**config.mk**
```make
export PLATFORM = sky130hd
export DESIGN_NAME = bkm_iter_ctrl_flat
export DESIGN_NICKNAME = d
export VERILOG_FILES = /design/src/rtl/bkm_iter_ctrl_if.sv /design/src/rtl/bkm_iter_ctrl.sv /design/src/flat_wrapper.sv
export SDC_FILE = /design/constraint.sdc
export NUM_CORES = 1
export LEC_CHECK = 0
export ABC_AREA = 1
export BUFFER_PORTS_ARGS = -buffer_cell sky130_fd_sc_hd__clkbuf_2
export CELL_PAD_IN_SITES_DETAIL_PLACEMENT = 1
export CELL_PAD_IN_SITES_GLOBAL_PLACEMENT = 1
export CORE_AREA = 10 10 79 74
export CTS_CLUSTER_DIAMETER = 60
export DETAILED_ROUTE_END_ITERATION = 10
export DIE_AREA = 0 0 89 84
export GPL_TIMING_DRIVEN = 0
export PLACE_DENSITY = 0.71
export SYNTH_ARGS = -nofsm -noshare
export SYNTH_HDL_FRONTEND = slang
export SYNTH_SLANG_ARGS = --single-unit
export TNS_END_PERCENT = 20
```
**constraint.sdc**
```tcl
create_clock -name clk -period 3.1 [get_ports clk]
set_clock_uncertainty 0.1 [all_clocks]
set_input_delay 0.155 -clock clk [delete_from_list [all_inputs] [get_ports clk]]
set_output_delay 0.155 -clock clk [all_outputs]
set_load 0.05 [all_outputs]
```
**src/rtl/bkm_iter_ctrl_if.sv**
```systemverilog
// Handshake and step-control bundle between the BKM iteration controller
// and its upstream producer / datapath / downstream consumer.
interface bkm_iter_ctrl_if #(
   parameter int unsigned WN = 7
) ();
   logic          in_valid;
   logic          in_ready;
   logic [WN-1:0] n_iter_cfg;
   logic          load_en;
   logic          step_en;
   logic [WN-1:0] step_n;
   logic          out_valid;
   logic          out_ready;

   // Producer / consumer / datapath side
   modport master (
      output in_valid, n_iter_cfg, out_ready,
      input  in_ready, load_en, step_en, step_n, out_valid
   );

   // Controller side
   modport slave (
      input  in_valid, n_iter_cfg, out_ready,
      output in_ready, load_en, step_en, step_n, out_valid
   );
endinterface

```
**src/rtl/bkm_iter_ctrl.sv**
```systemverilog
// BKM iteration controller: accepts an operand set, issues one bkm_step per
// enabled cycle for the (saturated) requested iteration count, then holds
// the result valid until the consumer takes it.
// Optional macro BKM_CTRL_EARLY_ACCEPT_EN: accept the next operand set in
// DONE while the current result is being taken (no IDLE bubble).
module bkm_iter_ctrl #(
   parameter int unsigned N_MAX = 64,
   parameter int unsigned WN    = 7
) (
   input logic            clk,
   input logic            arst_n,
   input logic            srst,
   input logic            enable,
   bkm_iter_ctrl_if.slave bus
);

   typedef enum logic [1:0] {
      IDLE = 2'd0,
      ITER = 2'd1,
      DONE = 2'd2
   } state_t;

   localparam logic [WN-1:0] CNT_MAX = WN'(N_MAX);
   localparam logic [WN-1:0] CNT_ONE = WN'(1);

   state_t        state_q, state_d;
   logic [WN-1:0] n_q, n_d;
   logic [WN-1:0] count_q, count_d;
   logic [WN-1:0] cfg_sat;

   // Requested count clamped to the legal range [1, N_MAX]
   always_comb begin
      if (bus.n_iter_cfg == '0) begin
         cfg_sat = CNT_ONE;
      end else if (bus.n_iter_cfg > CNT_MAX) begin
         cfg_sat = CNT_MAX;
      end else begin
         cfg_sat = bus.n_iter_cfg;
      end
   end

   // Next-state, iteration index and strobe generation
   always_comb begin
      state_d     = state_q;
      n_d         = n_q;
      count_d     = count_q;
      bus.load_en = 1'b0;
      bus.step_en = 1'b0;

      unique case (state_q)
         IDLE: begin
            if (enable && bus.in_valid) begin
               bus.load_en = 1'b1;
               count_d     = cfg_sat;
               n_d         = '0;
               state_d     = ITER;
            end
         end
         ITER: begin
            bus.step_en = enable;
            if (enable) begin
               if (n_q == count_q - CNT_ONE) begin
                  state_d = DONE;
               end else begin
                  n_d = n_q + CNT_ONE;
               end
            end
         end
         DONE: begin
            if (enable && bus.out_ready) begin
`ifdef BKM_CTRL_EARLY_ACCEPT_EN
               if (bus.in_valid) begin
                  bus.load_en = 1'b1;
                  count_d     = cfg_sat;
                  n_d         = '0;
                  state_d     = ITER;
               end else begin
                  n_d     = '0;
                  state_d = IDLE;
               end
`else
               n_d     = '0;
               state_d = IDLE;
`endif
            end
         end
         default: begin
            n_d     = '0;
            state_d = IDLE;
         end
      endcase

      // Synchronous reset overrides any handshake in the same cycle
      if (srst) begin
         state_d     = IDLE;
         n_d         = '0;
         count_d     = CNT_ONE;
         bus.load_en = 1'b0;
      end
   end

   // State-derived outputs; n is cleared on leaving DONE so step_n reads 0 in IDLE
   always_comb begin
`ifdef BKM_CTRL_EARLY_ACCEPT_EN
      bus.in_ready = (state_q == IDLE) || (state_q == DONE);
`else
      bus.in_ready = (state_q == IDLE);
`endif
      bus.out_valid = (state_q == DONE);
      bus.step_n    = n_q;
   end

   // State registers; enable gating is folded into the _d logic
   always_ff @(posedge clk or negedge arst_n) begin
      if (!arst_n) begin
         state_q <= IDLE;
         n_q     <= '0;
         count_q <= CNT_ONE;
      end else begin
         state_q <= state_d;
         n_q     <= n_d;
         count_q <= count_d;
      end
   end

endmodule

```
**src/flat_wrapper.sv**
```systemverilog
// flat-port wrapper written by rule: the top's interface ports become plain ports
module bkm_iter_ctrl_flat 
#(
   parameter int unsigned N_MAX = 64,
   parameter int unsigned WN    = 7
)
  (clk, arst_n, srst, enable, bus_in_valid, bus_n_iter_cfg, bus_out_ready, bus_in_ready, bus_load_en, bus_step_en, bus_step_n, bus_out_valid);
  bkm_iter_ctrl_if #(.WN(WN)) bus_i ();
  input logic clk;
  input logic arst_n;
  input logic srst;
  input logic enable;
  input wire logic [$bits(bus_i.in_valid)-1:0] bus_in_valid;
  input wire logic [$bits(bus_i.n_iter_cfg)-1:0] bus_n_iter_cfg;
  input wire logic [$bits(bus_i.out_ready)-1:0] bus_out_ready;
  output wire logic [$bits(bus_i.in_ready)-1:0] bus_in_ready;
  output wire logic [$bits(bus_i.load_en)-1:0] bus_load_en;
  output wire logic [$bits(bus_i.step_en)-1:0] bus_step_en;
  output wire logic [$bits(bus_i.step_n)-1:0] bus_step_n;
  output wire logic [$bits(bus_i.out_valid)-1:0] bus_out_valid;
  assign bus_i.in_valid = bus_in_valid;
  assign bus_i.n_iter_cfg = bus_n_iter_cfg;
  assign bus_i.out_ready = bus_out_ready;
  assign bus_in_ready = bus_i.in_ready;
  assign bus_load_en = bus_i.load_en;
  assign bus_step_en = bus_i.step_en;
  assign bus_step_n = bus_i.step_n;
  assign bus_out_valid = bus_i.out_valid;
  bkm_iter_ctrl #(.N_MAX(N_MAX), .WN(WN)) u_core (.clk(clk), .arst_n(arst_n), .srst(srst), .enable(enable), .bus(bus_i));
endmodule
```
Yosys cells after proc, flatten, opt, wreduce, memory -nomap -nowiden
Index checks and enable logic that the tools add are counted.
{ "word_totals": {"reg_bits": 16, "in_bits": 13, "output_inout_bits": 11, "elab_cells": 44} }
{ "classes": {"addsub": 2, "n_lt_le_gt_ge": 1, "eq_ne": 8, "n_mux": 21, "reduce_logical": 9} }
{ "ops": {"columns": ["op", "count"], "rows": [
  ["7-bit two-way mux", 10],
  ["7-bit case mux with 3 select lines", 1],
  ["2-bit two-way mux", 5],
  ["3-bit by 2-bit inequality test with 1-bit output, second input constant", 3],
  ["4-bit AND reduction", 2],
  ["7-bit by 1-bit adder with 7-bit output, second input constant", 1],
  ["7-bit == test", 1],
  ["7-bit > comparator, second input constant", 1],
  ["7-bit logical NOT", 1],
  ["7-bit by 1-bit subtractor with 7-bit output, second input constant", 1],
  ["3-bit inequality test, second input constant", 2],
  ["2-bit case mux with 3 select lines", 1],
  ["1-bit two-way mux", 4],
  ["2-bit nonzero test", 2],
  ["2-bit by 1-bit == test with 1-bit output, second input constant", 1],
  ["2-bit == test, second input constant", 1],
  ["1-bit logical AND", 2],
  ["2-bit logical NOT", 1],
  ["2-bit AND reduction", 1]
]} }

Longest topological paths before layout
{ "logic_depth": {"ltp_word": 6, "ltp_mapped": 13, "mapped_depth_nobuf": 13} }

Worst setup path before layout
Ideal clock, no wire load.
{ "synth_path": {"kind": "register -> register", "from": "register u_core.state_q[0]", "to": "register u_core.count_q[0]", "setup_time_ns": 0.083, "t_arrival_ns": 1.945, "t_required_ns": 2.917, "setup_slack_ns": 0.972, "stages_incl_launch_ff": 7, "path_buffers": 0, "synth_period_minus_slack_ns": 2.128, "path_cell_list": "dfrtp_1 > nor2_2 > nand2_1 > nor2_2 > inv_2 > a31oi_1 > a21oi_1"} }
{ "synth_via": {"elab_chain_len": 3} }
{ "synth_rtl": {"columns": ["item", "line", "source"], "rows": [
  ["from (decl)", "bkm_iter_ctrl.sv:26", "state_t state_q, state_d;"],
  ["from (signal assigned)", "bkm_iter_ctrl.sv:120", "state_q <= state_d;"],
  ["2-bit logical NOT", null, null],
  ["net bus_in_ready", "flat_wrapper.sv:16", "output wire logic [$bits(bus_i.in_ready)-1:0] bus_in_ready;"],
  ["2-bit nonzero test (no line)", null, null],
  ["2-bit AND reduction (no line)", null, null],
  ["to (signal assigned)", "bkm_iter_ctrl.sv:122", "count_q <= count_d;"],
  ["to (decl)", "bkm_iter_ctrl.sv:28", "logic [WN-1:0] count_q, count_d;"]
]} }
The timed path passes the listed nets, and every way through them passes these cells.
A chain may end at the register's enable or synchronous reset.

Final worst setup path
{ "layout_path": {"from": "register u_core.count_q[0]", "to": "register u_core.n_q[5], in the netlist u_core.bus.step_n[5]"} }
{ "layout_via": {"elab_chain_len": 4} }
{ "layout_rtl": {"columns": ["item", "line", "source"], "rows": [
  ["7-bit by 1-bit subtractor with 7-bit output", "bkm_iter_ctrl.sv:62", "if (n_q == count_q - CNT_ONE) begin"],
  ["7-bit == test", "bkm_iter_ctrl.sv:62", null],
  ["3-bit inequality test (no line)", null, null],
  ["4-bit AND reduction (no line)", null, null],
  ["to (signal assigned)", "bkm_iter_ctrl.sv:121", "n_q <= n_d;"],
  ["to (decl)", "bkm_iter_ctrl.sv:27", "logic [WN-1:0] n_q, n_d;"]
]} }
No other way between the ends.

==> impl_metrics.tcl <==
set metrics [dict create \
    outcome "completed" \
    cp_slowest_cell "dfstp_2" \
    path_class "flip-flop to flip-flop" \
    grt_antenna_before_repair 0 \
    clock_latency_ns 0.25 \
    cap_violations 0 \
    n_fill_cell 556 \
    cp_max_fo 7 \
    rows 23 \
    syn-instance-count 172 \
    cts.sinks 16 \
    seq_area_um2 401.6 \
    syn_avg_cell_area_um2 7.107 \
    crit_path_max_incr_delay_ns 0.56 \
    routed_wl_um 3153 \
    seq_area_frac_synth_pct 32.86 \
    wl_per_cell_um 12.61 \
    leakage_nw 0.7735 \
    yosys_warnings 0 \
    place.gp.congestion 0.7580 \
    cp_common_cell "nand2_1" \
    vias 1162 \
    fin_cells 250 \
    track_usage_pct 9.482 \
    layout_common_cells "54 x nand2_1, 23 x clkbuf_2, 19 x nand3_1, 15 x inv_1, 15 x dfrtp_1" \
    slew_headroom_pct 71.99 \
    finalHoldViolCount 0 \
    gr-total-overflow 0 \
    dpl.cell_count 245 \
    grt_pass1_wl_um 5816 \
    synth_seq_cells 16 \
    max_slew.worst_pin.slew_ns 0.4202 \
    clk_pin_slew_worst_paths_ns 0.07 \
    cts_tree "yes" \
    crit_required_ns 3.19 \
    crit_arrival_ns 2.12 \
    synth_fp_nets 187 \
    grt_pass1_vias 1302 \
    p_per_area_nw_per_um2 554.8 \
    root_buffer "clkbuf_8" \
    dieHeight_um 84 \
    pin_count 24 \
    synth_top_area_share_pct 30.71 \
    ys_top_cells_by_area "dfrtp_1 31%, nand2_1 17%, nand3_1 7.8%, inv_1 4.6%, nor2_1 3.7%" \
    rsz0062_at_grt "false" \
    htreeDepth 1 \
    max_freq_mhz 492.9 \
    initial_utilization_pct 28.51 \
    area_growth_syn_to_layout_pct 19.04 \
    path_cells "inv_2 -> ha_1 -> inv_1 -> nand2_1 -> nand2_1 -> nand2_1 -> nor2_2 -> nand3_2 -> nor2_4 -> nand3_4 -> nand2_4 -> nand2_1 -> nand2_1" \
    nNetsFinal 216 \
    vdd_drop_max_mv 0.4525 \
    numCtsBuffers 3 \
    via_per_inst 4.648 \
    grt_max_degree 17 \
    synth_cell_types 30 \
    final.setup.tns_ns 0 \
    ant_nets 0 \
    hp-class "input port to flip-flop" \
    dp_hpwl_um 2673 \
    dieWidth_um 89 \
    die_area_um2 7476 \
    numPortBuffers 23 \
    maxSlewViolCount 0 \
    cts-resized-gates 0 \
    drive_gt1_share_pct 29.00 \
    multiInputGateArea_um2 719.4 \
    period_minus_slack_ns 2.029 \
    cp-end-kind "flip-flop" \
    num_antenna_cells 0 \
    fp.coreArea_um2 4288 \
    yosysTopAreaCell "dfrtp_1" \
    fin_crit_sh_pct 65.44 \
    final_common_cell "nand2_1" \
    drtIter0Drc 25 \
    synthesis.area_um2 1222 \
    dr.pass1.iters 4 \
    critical_path.startpoint_type "flip-flop" \
    cts_buffer_depth 2 \
    setup_viol 0 \
    post-route-drc-count 0 \
]
-- synthesized netlist by cell type --
cell type  instances
nand2_1           54
nand3_1           19
dfrtp_1           15
inv_1             15
nor2_1            12
inv_2             10
o21ai_0            6
nand2_2            4
nor2_2             4
nand3_2            3
nor4_1             3
ha_1               2
nand3b_1           2
nand4_1            2
nor2_4             2
nor2_8             2
o21ai_1            2
xnor2_1            2
xor2_1             2
a21boi_2           1
a21oi_1            1
a21oi_2            1
a31oi_1            1
buf_4              1
dfstp_2            1
nand2_4            1
nand3_4            1
nor3_1             1
o21ai_4            1
or2_0              1
-- flip-flops by register name (all words and copies together) (netlist names) --
name               cells
u_core.count_q         7
u_core.state_q         2
u_core.bus.step_n      7
-- cell families after synthesis --
group | synth area share (%)
AOI/OAI and AO/OA | 7.165
xor gates and xnor gates | 2.866
adders and majority gates | 2.047
buffers and inverters | 8.291
DFF | 32.86
and+or+nand+nor | 46.77
-- final cells by class --
cell class,count,share of cell area [%]
buffer,1,0.5159
clock buffer,4,3.095
inverter,25,6.449
multi-input combinational,130,49.44
sequential,16,27.60
tap,50,4.299
timing repair buffer,24,8.598
-- timing repair --
item                                    in CTS  in global routing
hold buffers                                 1                  0
hold endpoints to repair                    15                  0
setup buffers                                0                  0
endpoints found under the setup margin       0                  0
-- path summary, 6_finish.rpt --
check / from / to / slack (ns) / cells after the start
max: u_core.count_q[0] / u_core.bus.step_n[5] / 1.07 / 13
min: bus_n_iter_cfg[0] / u_core.count_q[0] / 0.02 / 3
max reg2reg: u_core.count_q[0] / u_core.bus.step_n[5] / 1.07 / 13
min reg2reg: u_core.count_q[6] / u_core.count_q[6] / 0.43 / 2
max in group asynchronous: arst_n / u_core.count_q[0] / 2.30 / 2
min in group asynchronous: arst_n / u_core.bus.step_n[3] / 0.26 / 2
-- power by group --
group,internal (mW),switching (mW)
sequential,0.229,0.0199
clock,0.0910,0.0717
combinational,0.115,0.281
total,0.435,0.372
-- stage by stage --
step	util [%]	cell area (um2)	hold slack (ns)	worst slack, ns	power, mW
finish	33.94	1455	0.02316	1.071	0.8073
global route	33.94	1455	0.03302	0.8933	0.8715
CTS	33.94	1455	0.01983	1.048	0.8199
detailed placement	32.65	1400	0.01352	1.071	0.6524
global placement	32.65	1400	0.006044	1.083	0.6466
floorplan	-	1222	-0.2406	0.9723	0.5619
-- worst max-delay path: cells and delay by family (launching register included) --
kind                       cells  cell delay [ns]
adders and majority gates      1             0.32
buffers and inverters          2             0.12
DFF                            1             0.56
and+or+nand+nor               10             0.88
-- metal layers --
| metal | up-vias | GRT usage, % | routed length [um] |
|---|---|---|---|
| li1 | 602 | - | - |
| met1 | 541 | 11.55 | 1479 |
| met2 | 17 | 15.63 | 1512 |
| met3 | 2 | 3.027 | 145 |
| met4 | 0 | 2.168 | 15 |
| met5 | - | 0 | 0 |
(Power assumes the default switching activity.)
